$ cat config.mk
export PLATFORM = sky130hd
export DESIGN_NAME = mc_sequencer_flat
export DESIGN_NICKNAME = d
export VERILOG_FILES = /design/src/rtl/mc_pkg.sv /design/src/rtl/mc_sequencer_if.sv /design/src/rtl/mc_sequencer_lane_align.sv /design/src/rtl/mc_sequencer.sv /design/src/flat_wrapper.sv
export SDC_FILE = /design/constraint.sdc
export NUM_CORES = 1
export LEC_CHECK = 0
export ABC_AREA = 1
export CAP_MARGIN = 10
export CORE_ASPECT_RATIO = 1.25
export CORE_UTILIZATION = 35
export DETAILED_ROUTE_END_ITERATION = 10
export HOLD_SLACK_MARGIN = 0.05
export PLACE_DENSITY_LB_ADDON = 0.25
export SLEW_MARGIN = 10
export SYNTH_ARGS = -nofsm -noshare
export SYNTH_HDL_FRONTEND = slang
export SYNTH_SLANG_ARGS = --single-unit
$ cat constraint.sdc
create_clock -name clk -period 2.32 [get_ports clk]
set_input_delay 0.464 -clock clk [delete_from_list [all_inputs] [get_ports clk]]
set_output_delay 0.464 -clock clk [all_outputs]
set_load 0.01 [all_outputs]
$ cat src/rtl/mc_pkg.sv
// Shared types and constants for the multi-cycle control sequencer.
package mc_pkg;

  typedef enum logic [2:0] {
    ST_IDLE      = 3'd0,
    ST_FETCH     = 3'd1,
    ST_DECODE    = 3'd2,
    ST_EXECUTE   = 3'd3,
    ST_MEM       = 3'd4,
    ST_WRITEBACK = 3'd5,
    ST_HALT      = 3'd6,
    ST_FAULT     = 3'd7
  } state_e;

  localparam logic [1:0] CAUSE_NONE     = 2'd0;
  localparam logic [1:0] CAUSE_ILLEGAL  = 2'd1;
  localparam logic [1:0] CAUSE_MISALIGN = 2'd2;
  localparam logic [1:0] CAUSE_BUS      = 2'd3;

  localparam logic [1:0] SIZE_BYTE = 2'd0;
  localparam logic [1:0] SIZE_HALF = 2'd1;
  localparam logic [1:0] SIZE_WORD = 2'd2;

  localparam int LANES = 4;

  function automatic logic misaligned(input logic [1:0] size, input logic [1:0] off);
    return ((size == SIZE_HALF) && off[0]) || ((size == SIZE_WORD) && (off != 2'b00));
  endfunction

endpackage

$ cat src/rtl/mc_sequencer_if.sv
// Memory bus between the sequencer (master) and the memory fabric (slave).
interface mc_sequencer_if;
  import mc_pkg::*;

  // mem_req is held with stable addr/we/be/wdata until a cycle where
  // mem_ready=1; that cycle completes the transfer (mem_err=1 marks it failed).
  logic             mem_req;
  logic             mem_we;
  logic [LANES-1:0] mem_be;
  logic [31:0]      mem_addr;
  logic [31:0]      mem_wdata;
  logic             mem_ready;
  logic             mem_err;
  logic [31:0]      mem_rdata;

  modport master (
    output mem_req, mem_we, mem_be, mem_addr, mem_wdata,
    input  mem_ready, mem_err, mem_rdata
  );

  modport slave (
    input  mem_req, mem_we, mem_be, mem_addr, mem_wdata,
    output mem_ready, mem_err, mem_rdata
  );
endinterface

$ cat src/rtl/mc_sequencer_lane_align.sv
// Big-endian byte-lane placement for stores and lane extraction/extension for loads.
module lane_align
  import mc_pkg::*;
(
  input  logic [1:0]       off_i,
  input  logic [1:0]       size_i,
  input  logic             unsigned_i,
  input  logic [31:0]      st_data_i,
  input  logic [31:0]      ld_word_i,
  output logic [LANES-1:0] be_o,
  output logic [31:0]      st_word_o,
  output logic [31:0]      ld_data_o
);

  logic [4:0]  sh;
  logic [31:0] ld_sh;

  // Offset 0 is the most significant lane, so shifting left by 8*off
  // brings the addressed bytes to the top of the word.
  assign sh    = {off_i, 3'b000};
  assign ld_sh = ld_word_i << sh;

  always_comb begin
    be_o      = 4'hF;
    st_word_o = st_data_i;
    ld_data_o = ld_word_i;
    case (size_i)
      SIZE_BYTE: begin
        be_o      = 4'b1000 >> off_i;
        st_word_o = {st_data_i[7:0], 24'h0} >> sh;
        ld_data_o = {{24{!unsigned_i & ld_sh[31]}}, ld_sh[31:24]};
      end
      SIZE_HALF: begin
        be_o      = 4'b1100 >> off_i;
        st_word_o = {st_data_i[15:0], 16'h0} >> sh;
        ld_data_o = {{16{!unsigned_i & ld_sh[31]}}, ld_sh[31:16]};
      end
      default: ;
    endcase
  end

endmodule

$ cat src/rtl/mc_sequencer.sv
// Multi-cycle RV32I control sequencer: PC, IR, FSM, bus handshake, MMIO writes.
// Define SINGLE_STEP_EN to return to IDLE after every WRITEBACK.
module mc_sequencer
  import mc_pkg::*;
#(
  parameter int          XLEN        = 32,
  parameter logic [31:0] RESET_PC    = 32'h0000_0000,
  parameter logic [31:0] MMIO_BASE   = 32'h0007_0000,
  parameter int          MEM_TIMEOUT = 255
) (
  input  logic            clk,
  input  logic            rst,
  input  logic            start_i,
  mc_sequencer_if.master  bus,
  output logic [XLEN-1:0] instr_o,
  input  logic            dec_err_i,
  input  logic            dec_halt_i,
  input  logic            dec_load_i,
  input  logic            dec_store_i,
  input  logic            dec_unsigned_i,
  input  logic            dec_jump_i,
  input  logic            dec_jalr_i,
  input  logic            dec_branch_i,
  input  logic            dec_rd_we_i,
  input  logic            dec_a_pc_i,
  input  logic            dec_b_imm_i,
  input  logic [1:0]      dec_size_i,
  input  logic [XLEN-1:0] dec_imm_i,
  input  logic [XLEN-1:0] rv1_i,
  input  logic [XLEN-1:0] rv2_i,
  input  logic [XLEN-1:0] alu_y_i,
  input  logic            br_taken_i,
  output logic [XLEN-1:0] alu_a_o,
  output logic [XLEN-1:0] alu_b_o,
  output logic            rf_we_o,
  output logic [XLEN-1:0] rf_wdata_o,
  output logic            mmio_we_o,
  output logic [XLEN-1:0] mmio_addr_o,
  output logic [XLEN-1:0] mmio_wdata_o,
  output logic [2:0]      state_o,
  output logic [XLEN-1:0] pc_o,
  output logic [1:0]      fault_cause_o
);

  localparam int TW = (MEM_TIMEOUT > 1) ? $clog2(MEM_TIMEOUT) : 1;

  state_e           state_q;
  logic [31:0]      pc_q, instr_q, alu_a_q, alu_b_q, ea_q, ld_q;
  logic [31:0]      rf_wdata_q, mmio_addr_q, mmio_wdata_q, mem_addr_q, mem_wdata_q;
  logic             rf_we_q, mmio_we_q, mem_req_q, mem_we_q;
  logic [LANES-1:0] mem_be_q;
  logic [1:0]       cause_q;
  logic [TW-1:0]    tmo_q;

  logic [31:0]      pc_plus4_d, pc_d, rf_wdata_d, la_word, la_ld;
  logic [LANES-1:0] la_be;
  logic [1:0]       la_off;
  logic             xfer_done, xfer_bad;

  assign pc_plus4_d = pc_q + 32'd4;
  assign rf_wdata_d = dec_jump_i ? pc_plus4_d : (dec_load_i ? ld_q : ea_q);

  always_comb begin
    pc_d = pc_plus4_d;
    if (dec_jump_i && !dec_jalr_i)        pc_d = pc_q + dec_imm_i;
    else if (dec_jalr_i)                  pc_d = (rv1_i + dec_imm_i) & ~32'd1;
    else if (dec_branch_i && br_taken_i)  pc_d = pc_q + dec_imm_i;
  end

  // Ready wins over a simultaneous timeout; error wins over ready.
  assign xfer_done = mem_req_q & bus.mem_ready & !bus.mem_err;
  assign xfer_bad  = mem_req_q & ((bus.mem_ready & bus.mem_err) |
                     (!bus.mem_ready & (MEM_TIMEOUT != 0) & (tmo_q == TW'(MEM_TIMEOUT - 1))));

  // Stores are placed while leaving EXECUTE; loads are extracted during MEM.
  assign la_off = (state_q == ST_EXECUTE) ? alu_y_i[1:0] : ea_q[1:0];

  lane_align u_lane_align (
    .off_i      (la_off),
    .size_i     (dec_size_i),
    .unsigned_i (dec_unsigned_i),
    .st_data_i  (rv2_i),
    .ld_word_i  (bus.mem_rdata),
    .be_o       (la_be),
    .st_word_o  (la_word),
    .ld_data_o  (la_ld)
  );

  always_ff @(posedge clk or negedge rst) begin
    if (!rst) begin
      state_q <= ST_IDLE;      pc_q <= RESET_PC;     instr_q <= '0;
      alu_a_q <= '0;           alu_b_q <= '0;        ea_q <= '0;
      ld_q <= '0;              rf_we_q <= 1'b0;      rf_wdata_q <= '0;
      mmio_we_q <= 1'b0;       mmio_addr_q <= '0;    mmio_wdata_q <= '0;
      mem_req_q <= 1'b0;       mem_we_q <= 1'b0;     mem_be_q <= '0;
      mem_addr_q <= '0;        mem_wdata_q <= '0;    cause_q <= CAUSE_NONE;
      tmo_q <= '0;
    end else begin
      rf_we_q   <= 1'b0;
      mmio_we_q <= 1'b0;
      case (state_q)
        ST_IDLE: if (start_i) begin
          state_q    <= ST_FETCH;
          mem_req_q  <= (pc_q[1:0] == 2'b00);
          mem_we_q   <= 1'b0;
          mem_be_q   <= 4'hF;
          mem_addr_q <= pc_q;
          tmo_q      <= '0;
        end
        ST_FETCH: begin
          if (pc_q[1:0] != 2'b00) begin
            state_q <= ST_FAULT;
            cause_q <= CAUSE_MISALIGN;
          end else if (xfer_bad) begin
            state_q   <= ST_FAULT;
            cause_q   <= CAUSE_BUS;
            mem_req_q <= 1'b0;
          end else if (xfer_done) begin
            state_q   <= ST_DECODE;
            instr_q   <= bus.mem_rdata;
            mem_req_q <= 1'b0;
          end else begin
            tmo_q <= tmo_q + 1'b1;
          end
        end
        ST_DECODE: begin
          if (dec_halt_i) begin
            state_q <= ST_HALT;
          end else if (dec_err_i) begin
            state_q <= ST_FAULT;
            cause_q <= CAUSE_ILLEGAL;
          end else begin
            alu_a_q <= dec_a_pc_i ? pc_q : rv1_i;
            alu_b_q <= dec_b_imm_i ? dec_imm_i : rv2_i;
            state_q <= ST_EXECUTE;
          end
        end
        ST_EXECUTE: begin
          ea_q <= alu_y_i;
          if (!(dec_load_i || dec_store_i)) begin
            state_q <= ST_WRITEBACK;
          end else if (misaligned(dec_size_i, alu_y_i[1:0])) begin
            state_q <= ST_FAULT;
            cause_q <= CAUSE_MISALIGN;
          end else begin
            state_q <= ST_MEM;
            if (alu_y_i >= MMIO_BASE) begin
              mmio_we_q    <= dec_store_i;
              mmio_addr_q  <= alu_y_i;
              mmio_wdata_q <= rv2_i;
            end else begin
              mem_req_q   <= 1'b1;
              mem_we_q    <= dec_store_i;
              mem_be_q    <= la_be;
              mem_addr_q  <= {alu_y_i[31:2], 2'b00};
              mem_wdata_q <= la_word;
              tmo_q       <= '0;
            end
          end
        end
        ST_MEM: begin
          if (!mem_req_q) begin
            ld_q    <= '0;
            state_q <= ST_WRITEBACK;
          end else if (xfer_bad) begin
            state_q   <= ST_FAULT;
            cause_q   <= CAUSE_BUS;
            mem_req_q <= 1'b0;
            mem_we_q  <= 1'b0;
          end else if (xfer_done) begin
            ld_q      <= la_ld;
            mem_req_q <= 1'b0;
            mem_we_q  <= 1'b0;
            state_q   <= ST_WRITEBACK;
          end else begin
            tmo_q <= tmo_q + 1'b1;
          end
        end
        ST_WRITEBACK: begin
          rf_we_q    <= dec_rd_we_i;
          rf_wdata_q <= rf_wdata_d;
          pc_q       <= pc_d;
`ifdef SINGLE_STEP_EN
          state_q    <= ST_IDLE;
`else
          state_q    <= ST_FETCH;
          mem_req_q  <= (pc_d[1:0] == 2'b00);
          mem_we_q   <= 1'b0;
          mem_be_q   <= 4'hF;
          mem_addr_q <= pc_d;
          tmo_q      <= '0;
`endif
        end
        default: ;
      endcase
    end
  end

  assign bus.mem_req   = mem_req_q;
  assign bus.mem_we    = mem_we_q;
  assign bus.mem_be    = mem_be_q;
  assign bus.mem_addr  = mem_addr_q;
  assign bus.mem_wdata = mem_wdata_q;
  assign instr_o       = instr_q;
  assign alu_a_o       = alu_a_q;
  assign alu_b_o       = alu_b_q;
  assign rf_we_o       = rf_we_q;
  assign rf_wdata_o    = rf_wdata_q;
  assign mmio_we_o     = mmio_we_q;
  assign mmio_addr_o   = mmio_addr_q;
  assign mmio_wdata_o  = mmio_wdata_q;
  assign state_o       = state_q;
  assign pc_o          = pc_q;
  assign fault_cause_o = cause_q;

endmodule
$ cat src/flat_wrapper.sv
// flat-port wrapper written by rule: the top's interface ports become plain ports
module mc_sequencer_flat import mc_pkg::*;
#(
  parameter int          XLEN        = 32,
  parameter logic [31:0] RESET_PC    = 32'h0000_0000,
  parameter logic [31:0] MMIO_BASE   = 32'h0007_0000,
  parameter int          MEM_TIMEOUT = 255
)
  (clk, rst, start_i, instr_o, dec_err_i, dec_halt_i, dec_load_i, dec_store_i, dec_unsigned_i, dec_jump_i, dec_jalr_i, dec_branch_i, dec_rd_we_i, dec_a_pc_i, dec_b_imm_i, dec_size_i, dec_imm_i, rv1_i, rv2_i, alu_y_i, br_taken_i, alu_a_o, alu_b_o, rf_we_o, rf_wdata_o, mmio_we_o, mmio_addr_o, mmio_wdata_o, state_o, pc_o, fault_cause_o, bus_mem_req, bus_mem_we, bus_mem_be, bus_mem_addr, bus_mem_wdata, bus_mem_ready, bus_mem_err, bus_mem_rdata);
  mc_sequencer_if bus_i ();
  input  logic clk;
  input  logic rst;
  input  logic start_i;
  output logic [XLEN-1:0] instr_o;
  input  logic dec_err_i;
  input  logic dec_halt_i;
  input  logic dec_load_i;
  input  logic dec_store_i;
  input  logic dec_unsigned_i;
  input  logic dec_jump_i;
  input  logic dec_jalr_i;
  input  logic dec_branch_i;
  input  logic dec_rd_we_i;
  input  logic dec_a_pc_i;
  input  logic dec_b_imm_i;
  input  logic [1:0] dec_size_i;
  input  logic [XLEN-1:0] dec_imm_i;
  input  logic [XLEN-1:0] rv1_i;
  input  logic [XLEN-1:0] rv2_i;
  input  logic [XLEN-1:0] alu_y_i;
  input  logic br_taken_i;
  output logic [XLEN-1:0] alu_a_o;
  output logic [XLEN-1:0] alu_b_o;
  output logic rf_we_o;
  output logic [XLEN-1:0] rf_wdata_o;
  output logic mmio_we_o;
  output logic [XLEN-1:0] mmio_addr_o;
  output logic [XLEN-1:0] mmio_wdata_o;
  output logic [2:0] state_o;
  output logic [XLEN-1:0] pc_o;
  output logic [1:0] fault_cause_o;
  output wire logic [$bits(bus_i.mem_req)-1:0] bus_mem_req;
  output wire logic [$bits(bus_i.mem_we)-1:0] bus_mem_we;
  output wire logic [$bits(bus_i.mem_be)-1:0] bus_mem_be;
  output wire logic [$bits(bus_i.mem_addr)-1:0] bus_mem_addr;
  output wire logic [$bits(bus_i.mem_wdata)-1:0] bus_mem_wdata;
  input wire logic [$bits(bus_i.mem_ready)-1:0] bus_mem_ready;
  input wire logic [$bits(bus_i.mem_err)-1:0] bus_mem_err;
  input wire logic [$bits(bus_i.mem_rdata)-1:0] bus_mem_rdata;
  assign bus_mem_req = bus_i.mem_req;
  assign bus_mem_we = bus_i.mem_we;
  assign bus_mem_be = bus_i.mem_be;
  assign bus_mem_addr = bus_i.mem_addr;
  assign bus_mem_wdata = bus_i.mem_wdata;
  assign bus_i.mem_ready = bus_mem_ready;
  assign bus_i.mem_err = bus_mem_err;
  assign bus_i.mem_rdata = bus_mem_rdata;
  mc_sequencer #(.XLEN(XLEN), .RESET_PC(RESET_PC), .MMIO_BASE(MMIO_BASE), .MEM_TIMEOUT(MEM_TIMEOUT)) u_core (.clk(clk), .rst(rst), .start_i(start_i), .bus(bus_i), .instr_o(instr_o), .dec_err_i(dec_err_i), .dec_halt_i(dec_halt_i), .dec_load_i(dec_load_i), .dec_store_i(dec_store_i), .dec_unsigned_i(dec_unsigned_i), .dec_jump_i(dec_jump_i), .dec_jalr_i(dec_jalr_i), .dec_branch_i(dec_branch_i), .dec_rd_we_i(dec_rd_we_i), .dec_a_pc_i(dec_a_pc_i), .dec_b_imm_i(dec_b_imm_i), .dec_size_i(dec_size_i), .dec_imm_i(dec_imm_i), .rv1_i(rv1_i), .rv2_i(rv2_i), .alu_y_i(alu_y_i), .br_taken_i(br_taken_i), .alu_a_o(alu_a_o), .alu_b_o(alu_b_o), .rf_we_o(rf_we_o), .rf_wdata_o(rf_wdata_o), .mmio_we_o(mmio_we_o), .mmio_addr_o(mmio_addr_o), .mmio_wdata_o(mmio_wdata_o), .state_o(state_o), .pc_o(pc_o), .fault_cause_o(fault_cause_o));
endmodule
### Word level (Yosys, flattened, before mapping)

Cells that the tools add are included.

| word-level totals | value |
|---|---|
| register bits | 373 |
| input port bits | 179 |
| output and inout port bits | 301 |

| cells by class | value |
|---|---|
| $lt $le $gt $ge | 1 |
| add/sub/neg operators | 4 |
| bitwise gates (word level) | 13 |
| muxes and demuxes | 75 |
| shifts and indexed selects | 5 |
| reductions and logical operators | 32 |
| equality and inequality tests | 23 |

Operators by type and width:

| kind | number |
|---|---|
| $mux W32 | 14 |
| $pmux W32 S2 | 2 |
| $pmux W32 S3 | 1 |
| $add A32 B32 Y32 | 2 |
| $mux W8 | 8 |
| $shr A32 B5 Y32 | 2 |
| $pmux W8 S5 | 1 |
| $add A32 B3 Y32 const B | 1 |
| $ge A32 B19 Y1 const B | 1 |
| $shl A32 B5 Y32 | 1 |
| $mux W3 | 10 |
| $reduce_and A7 Y1 | 3 |
| $mux W1 | 20 |
| $ne A2 B2 Y1 const B | 10 |
| $mux W2 | 9 |
| $pmux W3 S6 | 1 |
| $mux W4 | 4 |
| $reduce_and A4 Y1 | 4 |
| $pmux W4 S3 | 1 |
| $add A8 B1 Y8 const B | 1 |
| $eq A8 B8 Y1 const B | 1 |
| $pmux W2 S4 | 1 |
| $pmux W4 S2 | 1 |
| $reduce_bool A4 Y1 | 2 |
| other kinds (27) | 52 |

### Depth between registers and ports, before layout

Gate-level depths: netlist (run 1).

| logic depth | value |
|---|---|
| word-level depth | 8 |
| depth in mapped cells | 16 |

### Hierarchy

A second synthesis (run 1) with hierarchy kept.

| unflattened totals | value |
|---|---|
| cell total of the unflattened synthesis | 3,330 |
| area, all modules | 23,770.3 um^2 |

Modules (own cells, without submodules):

| module | area each (um^2) | instances | sequential area each (um^2) | cells each |
|---|---|---|---|---|
| mc_sequencer | 22,092.4 | 1 | 9,334.0 | 2,944 |
| lane_align | 1,677.9 | 1 | 0.0 | 386 |

### Worst setup path before layout (run 1)

No wires, ideal clock.

| path | value |
|---|---|
| kind | input to register |
| start | in dec_imm_i[0] |
| end | reg u_core.pc_q[30], in the netlist u_core.pc_o[30] |
| slack | 0.084 ns |
| path buffers | 0 |
| arrival time | 2.106 ns |
| stages on the path | 16 |
| setup time | 0.130 ns |
| path through | ha_1 > fa_1 > nand3_1 > nand3_1 > nand2_1 > nand2_1 > nand2_1 > nand2_1 > nand2_1 > nand2_1 > nand2_1 > nand3_1 > nand2_1 > nand3_1 > nand2_1 > o21ai_0 |

| on the way | value |
|---|---|
| longest elaborated chain between the ends | 4 |
| elaborated cells between the ends (all ways) | 5 |
| those cells by class | add/sub (2); mux (3) |

Ends and longest elaborated chain:

| item | RTL line | RTL |
|---|---|---|
| from (decl) | flat_wrapper.sv:27 | `input logic [XLEN-1:0] dec_imm_i;` |
| $add A32 B32 Y32 | mc_sequencer.sv:65, mc_sequencer.sv:67 |  |
| $mux W32 | mc_sequencer.sv:67 | `else if (dec_branch_i && br_taken_i) pc_d = pc_q + dec_imm_i;` |
| $mux W32 | mc_sequencer.sv:66 | `else if (dec_jalr_i) pc_d = (rv1_i + dec_imm_i) & ~32'd1;` |
| $mux W32 * | mc_sequencer.sv:65 | `if (dec_jump_i && !dec_jalr_i) pc_d = pc_q + dec_imm_i;` |
| to (signal assigned) | mc_sequencer.sv:182 | `pc_q <= pc_d;` |
| to (decl) | mc_sequencer.sv:48 | `logic [31:0] pc_q, instr_q, alu_a_q, alu_b_q, ea_q, ld_q;` |

Every way passes the cells marked *; elsewhere a longest branch is shown, timed or not.
A chain may end at the register's enable or synchronous reset.

### Final worst setup path (run 1)

| path | value |
|---|---|
| start | reg u_core.pc_q[24], in the netlist u_core.pc_o[24] |
| end | out pc_o[24] |

RTL lines:

| item | RTL line | RTL |
|---|---|---|
| to (decl) | flat_wrapper.sv:40 | `output logic [XLEN-1:0] pc_o;` |

No word-level cell between the ends.

==> results.md, run 1 <==
* FF+latch count, synth at 373
* Die ar. at about 0.069 mm2
* Fin. max-slew vios at 0
* RSZ-0062 raised after global routing: true
* Yosys top cell area share at between 30% and 40%
* DPL Wire Length at 94,130 um
* Most common cell on crit path: buf_4
* Post-DRT Antenna Nets at 0
* Top-count cell post-synth: nand2_1
* Worst hold slack at roughly 0.39 ns
* CP peak stage delay at between 0.5 and 0.6 ns
* P_sw at ~5.0 mW
* Dpl ws at -0.8080 ns
* Hold crit path type: input pin to flop
* Yosys Warn Count at 0
* Clock Power Share at 39.5%
* Die width at 235.1 um
* Max H-tree Level at 2
* DR pass1 iterations at 5
* Cell taking the most area after synthesis: dfrtp_1
* Worst Path Required at around 1.9 ns
* Worst slew pin tran at 0.5117 ns
* Setup crit end kind: output port
* Critical path launch point type: flop
* Register-to-register setup slack at 0.08 ns
* Fin crit share at about 100%
* Top cells by area, synth: dfrtp_1, nand2_1, inv_1
* Number of global-route vias before repair at 26,640
* Met1 wire length at roughly 44,000 um
* Footprint of the multi-input gates at about 0.013 mm2
* Worst-path cell chain: buf_4 -> buf_4 -> clkdlybuf4s50_1
* Gr ovfl total at 0
* Wire per inst at 21.64 um
* Top Ports at 480
* Internal power at between 10 and 15 mW
* TNS Setup at 0 ns
* TritonCTS clock tree: done
* Fin crit period at roughly 2.3 ns
* Vias after detailed routing at approximately 27,000
* Gpl congestion at roughly 1.0
* Total track usage at between 30% and 40%
* Top cells by count, synth: nand2_1, inv_1, dfrtp_1
* Placed Cells at between 5,000 and 6,000
* Async set-or-reset flop fraction in the synthesized netlist at 100.0%
* PortBufs at between 400 and 500
* Seq/Total Area, Yosys at between 30% and 40%
* Met2 WL at around 56,000 um
* Die Ht at between 200 and 300 um
* Syn Area/Cell at just under 7 um2
* Later-pin clock latency in the skew report at around 0.6 ns
* DRC Markers at 0
* Pwr per Cell Area at between 400 and 500 mW/mm2
* Effective utilization at floorplan at a little over a third
* Clock Sinks at 373
* Register Area at 0.009361 mm2
* Layout cells sized above 1 at 20.69%
* Final std cells w/o fill at around 5,300
* Max Used Layer: met5
* Reg clk slew, reported paths at approximately 0.06 ns
* Slowest CP cell: clkdlybuf4s50_1
* Largest net degree at the start of global routing at 65
* Final Setup Violations at 0
* Crit path DAT at about 1.9 ns
* Vias per inst at between 5 and 6
* Clock Skew at 0.05567 ns
* Placed Area at 0.03337 mm2
* Sw Share at 29.11%
* First-pass GRT wire length at approximately 170,000 um
* Max-slew headroom at between 60 and 70%
* Synth Net Count at 3,714
* F_max at roughly 430 MHz
* Critical Path Fanout Max at 4
* Primary FF master, synth: dfrtp_1
* Critical path type: flop to output port
* Area Growth Syn to Fin at 52.71%
* Final WL at about 110,000 um
* Design area at 0.03631 mm2
* Static leakage at roughly 18 nW
* Core Area at between 0.06 and 0.07 mm2
* Max clock buf depth at 3
* Setup ws final at roughly 0.01 ns
* Metal3 WL at between 6000 and 7000 um
* Distinct cells, synth at 57
* Sequential share of power at between 30 and 40%
* Post-synth EDFFs at 0
* Cell Rows at 106
* Syn Std Cell Area at between 0.02 and 0.025 mm2
* MaxCap Viol Count at 0
* Gate power share at about a fifth
* Final nets at 4,652
* Root Buffer: clkbuf_16
* Mapped Cells at between 3,000 and 4,000
* Final hold violation count at 0
* Cts bufs inserted at 42
* Outcome: finished, final reports clean
* Peak VDD IR at between 500 and 600 uV
* Drt initial violations at about 1,800
* Initial antenna violation count at 3
* Fill count at about 6,500
[layer usage]
metal  vias up  global-route usage [%]
met3       274                   4.876
met5         -                       0
li1      13000                       -
met2       937                   57.60
met4         2                   19.78
met1     12750                   37.54
[placed cells by master (no fill, tap or decap), types with 13 or more instances in the layout]
cell | netlist | routed
xor2_1 | 21 | 17
o211ai_1 | 45 | 45
inv_1 | 503 | 497
a21oi_2 | 0 | 17
clkdlybuf4s50_1 | 0 | 441
o21a_1 | 67 | 67
nand3_2 | 0 | 20
ha_1 | 64 | 22
clkbuf_16 | 0 | 42
nor2_1 | 289 | 258
nand2_1 | 1042 | 968
a21boi_1 | 14 | 14
nor2_4 | 2 | 15
a21oi_1 | 177 | 159
o21ai_1 | 21 | 36
o21ai_0 | 307 | 288
nor3_2 | 1 | 13
dfrtp_2 | 0 | 22
buf_4 | 3 | 520
a211oi_1 | 16 | 16
nand3_1 | 202 | 176
dlygate4sd2_1 | 0 | 18
ha_4 | 0 | 41
nor3_1 | 37 | 23
o22ai_1 | 19 | 19
buf_12 | 0 | 27
nand2_2 | 4 | 70
nand4_1 | 20 | 20
nor2_2 | 3 | 21
dfrtp_1 | 373 | 351
[power groups by stage]
stage	Combinational, mW	Clock, mW	Sequential (mW)
detailed placement	3.25	0	6.90
global route	3.80	7.11	6.80
CTS	3.32	6.85	6.78
floorplan	1.24	0	6.96
global placement	3.25	0	6.89
finish	3.51	6.72	6.78
[stage by stage]
stage / util [%] / power (mW)
2_1_floorplan: - / 8.202
3_3_place_gp: 49.83 / 10.14
3_5_place_dp: 49.83 / 10.15
4_1_cts: 52.31 / 16.95
5_1_grt: 54.22 / 17.71
6_report: 54.22 / 17.02
[final timing paths]
path	cells after the start	end	start
min in group asynchronous	2	u_core.bus.mem_wdata[24]	rst
setup / recovery	3	pc_o[24]	u_core.pc_o[24]
setup reg to reg	15	u_core.bus.mem_addr[17]	u_core.pc_o[15]
hold reg to reg	2	u_core.mmio_wdata_o[9]	u_core.mmio_wdata_o[9]
hold / removal	3	u_core.rf_we_o	dec_rd_we_i
max in group asynchronous	3	u_core.pc_o[26]	rst
[logic make-up (layout without fill, tap and decap cells)]
kind of cell,Yosys count,in the layout,synth area share [%]
simple gates,1622,1622,27.68
mux,10,10,0.4736
compound gates,721,721,17.46
xor+xnor,27,27,0.9945
other cells,0,1,0
fa+ha+maj,66,66,3.536
buf+inv,650,1617,10.60
flops,373,373,39.25
[critical path: cells and delay by family (launching register included)]
family | cells | cell delay (ns)
buf+inv | 3 | 0.85
flops | 1 | 0.39
[what timing repair did]
action	4_1_cts	5_1_grt
hold endpoints to repair	38	0
pin swaps	3	50
hold buffers	1	0
setup buffers	2	17
resized for setup	80	270
endpoints found under the setup margin	64	103
[area by class of cell]
type,count,area share (%)
timing repair buffer,1032,25.61
multi-input combinational,2446,36.57
clock inverter,13,0.3583
antenna,1,0.006891
clock buffer,60,3.384
tap,864,2.977
inverter,512,5.310
sequential,373,25.78
No activity file was read; power rests on OpenSTA's default activity.
==> run 2, diff against run 1 <==
- CORE_ASPECT_RATIO: 1.25 -> 0.6
- SETUP_SLACK_MARGIN: unset -> 0.05
==> results.md, run 2 (synthesized netlist as in run 1, its figures left out) <==
* Top Ports at 480 (unchanged)
* Final hold violation count at 0 (unchanged)
* First-pass GRT wire length at 173,900 um (+3.7%)
* Crit path buf inv count at 5 (+2)
* Die Ht at 203.9 um (-31%)
* Wire per inst at 22.84 um (+5.6%)
* Layout cells sized above 1 at 24.98% (+4.3 points)
* Fin. max-slew vios at 0 (unchanged)
* Worst Path Required at 2.83 ns (+0.97 ns)
* Cell Rows at 73 (-31%)
* DRC Markers at 0 (unchanged)
* Gr ovfl total at 0 (unchanged)
* RSZ-0062 raised after global routing: true
* Gpl congestion at 1.030 (+0.95%)
* Worst hold slack at 0.3447 ns (-0.04237 ns)
* Final WL at 122,200 um (+6.5%)
* CP peak stage delay at 0.52 ns (-0.02 ns)
* Crit path DAT at 2.81 ns (+0.96 ns)
* MaxCap Viol Count at 0 (unchanged)
* Commonest non-fill, non-tap cells in the layout: nand2_1, buf_4, inv_1
* DR pass1 iterations at 6 (+1)
* Slowest CP cell: dfrtp_2
* Reg clk slew, reported paths at 0.08 ns (+0.02 ns)
* Final Util at 56.31% (+2.1 points)
* F_max at 434.3 MHz (+0.33%)
* Worst-path cell chain: ha_4 -> nand2_4 -> inv_4 -> nand2_4 -> inv_4 -> buf_4 -> nand2_4 -> inv_2 -> nand2_2 -> nand2_2 -> nand2_4 -> nand3_2 -> nand3_1 -> nand3_2 -> nand2_2 -> buf_6 -> a21boi_1
* Number of global-route vias before repair at 25,580 (-4.0%)
* Static leakage at 18.70 nW (+2.2%)
* Later-pin clock latency in the skew report at 0.60 ns (about the same)
* Critical Path Fanout Max at 4 (unchanged)
* Fill count at 6,344 (-2.9%)
* Total track usage at 34.32% (+1.6 points)
* Die width at 338.5 um (+44%)
* Clock Sinks at 373 (unchanged)
* Hold crit path type: input pin to flop
* Die ar. at 0.06902 mm2 (about the same)
* Pwr per Cell Area at 476.0 mW/mm2 (+1.6%)
* Cts bufs inserted at 40 (-4.8%)
* Placed Area at 0.03350 mm2 (+0.37%)
* Area Growth Syn to Fin at 57.88%
* Post-DRT Antenna Nets at 0 (unchanged)
* Max-slew headroom at 51.82% (-14 points)
* Design area at 0.03754 mm2 (+3.4%)
* Most common cell on crit path: nand2_4
* Initial antenna violation count at 9 (+6)
* Clock Skew at 0.02868 ns (-0.02699 ns)
* Outcome: finished, final reports clean
* Hold path start: rv1_i[10]
* Commonest non-fill, non-tap cell in the layout: nand2_1
* Drt initial violations at 3,054 (+73%)
* Effective utilization at floorplan at 35.66% (+0.16 points)
* Vias per inst at 5.209 (+2.4%)
* Fin crit share at 99.24% (-0.33 points)
* TritonCTS clock tree: done
* Fin crit period at 2.302 ns (-0.007658 ns)
* Worst slew pin tran at 0.7219 ns (+0.2102 ns)
* PortBufs at 479 (unchanged)
* Final Setup Violations at 0 (unchanged)
* Root Buffer: clkbuf_16
* Final nets at 4,661 (+0.19%)
* Max H-tree Level at 2 (unchanged)
* Register Area at 0.009361 mm2 (unchanged)
* R2r startpoint: u_core.pc_o[12]
* Critical path type: flop to flop
* Setup crit end kind: flop
* DPL Wire Length at 99,170 um (+5.4%)
* Crit path from: u_core.pc_o[12]
* Max clock buf depth at 3 (unchanged)
* Vias after detailed routing at 27,870 (+3.4%)
* Core Area at 0.06668 mm2 (-0.45%)
* Peak VDD IR at 452.9 uV (-21%)
* Largest net degree at the start of global routing at 60 (-7.7%)
* CP top delay family: simple AND/OR/NAND/NOR gates
* Critical path launch point type: flop
* Footprint of the multi-input gates at 0.01418 mm2 (+6.8%)
run 2: cell types whose count changed in the layout (fill, tap and decap cells not counted), sizes merged, moves of 2 or more:
cell           delta
clkdlybuf4s50    -18
clkinv            -3
buf              +10
dlymetal6s2s      +2
clkbuf            -4
clkinvlp          +4
bufinv            +4
dlygate4sd2      +15
run 2: cell type report:
cell class,instances,area share [%]
inverter,512,5.146
tap,900,2.999
timing repair buffer,1043,25.27
clock inverter,19,0.6966
multi-input combinational,2446,37.77
antenna,2,0.01333
clock buffer,55,3.169
sequential,373,24.94
run 2: worst register-to-register path, delay by kind of cell, from the launching register on:
kind / cells / cell delay [ns]
adders and majority gates: 1 / 0.40
buffers and inverters: 5 / 0.45
DFF: 1 / 0.52
and+or+nand+nor: 10 / 0.72
AOI/OAI and AO/OA: 1 / 0.12
run 2: where the power goes:
part,leakage (nW),internal [mW],switching (mW)
sequential,4.38,6.68,0.113
clock,0.700,4.19,3.07
combinational,13.6,1.68,2.14
total,18.7,12.5,5.32
run 2: repair_timing:
action	4_1_cts	5_1_grt
hold buffers	1	0
endpoints found under the hold margin	32	0
gates resized for setup	209	441
setup buffers	4	19
setup endpoints to repair	87	94
pin swaps	27	129
run 2: stage by stage:
stage          std cells  setup slack [ns]   TNS, ns  power (mW)
2_1_floorplan       3469           0.08395         0       8.202
3_3_place_gp        5251           -0.8190    -65.51       10.24
3_5_place_dp        5251           -0.9099    -67.69       10.23
4_1_cts             5330          -0.01587  -0.01587       17.59
5_1_grt             5348          -0.05188   -0.2036       18.50
6_report            5350           0.01768         0       17.87
run 2: worst paths after layout:
path | to | slack (ns) | depth (start not counted)
max in group asynchronous | u_core.pc_o[14] | 1.16 | 3
min reg2reg | u_core.bus.mem_be[0] | 0.48 | 2
max reg2reg | u_core.bus.mem_addr[17] | 0.02 | 17
max | u_core.bus.mem_addr[17] | 0.02 | 17
min | u_core.alu_a_o[10] | 0.34 | 4
min in group asynchronous | u_core.rf_wdata_o[30] | 0.37 | 2
run 2: routing by layer:
layer	wire length, um	GRT usage (%)	share of wire, %	up-vias
li1	-	-	-	13030
met1	57450	53.19	47	13250
met2	46710	44.75	38	1445
met3	15560	11.68	13	136
met4	2437	6.803	2.0	6
met5	44	0	0.036	-
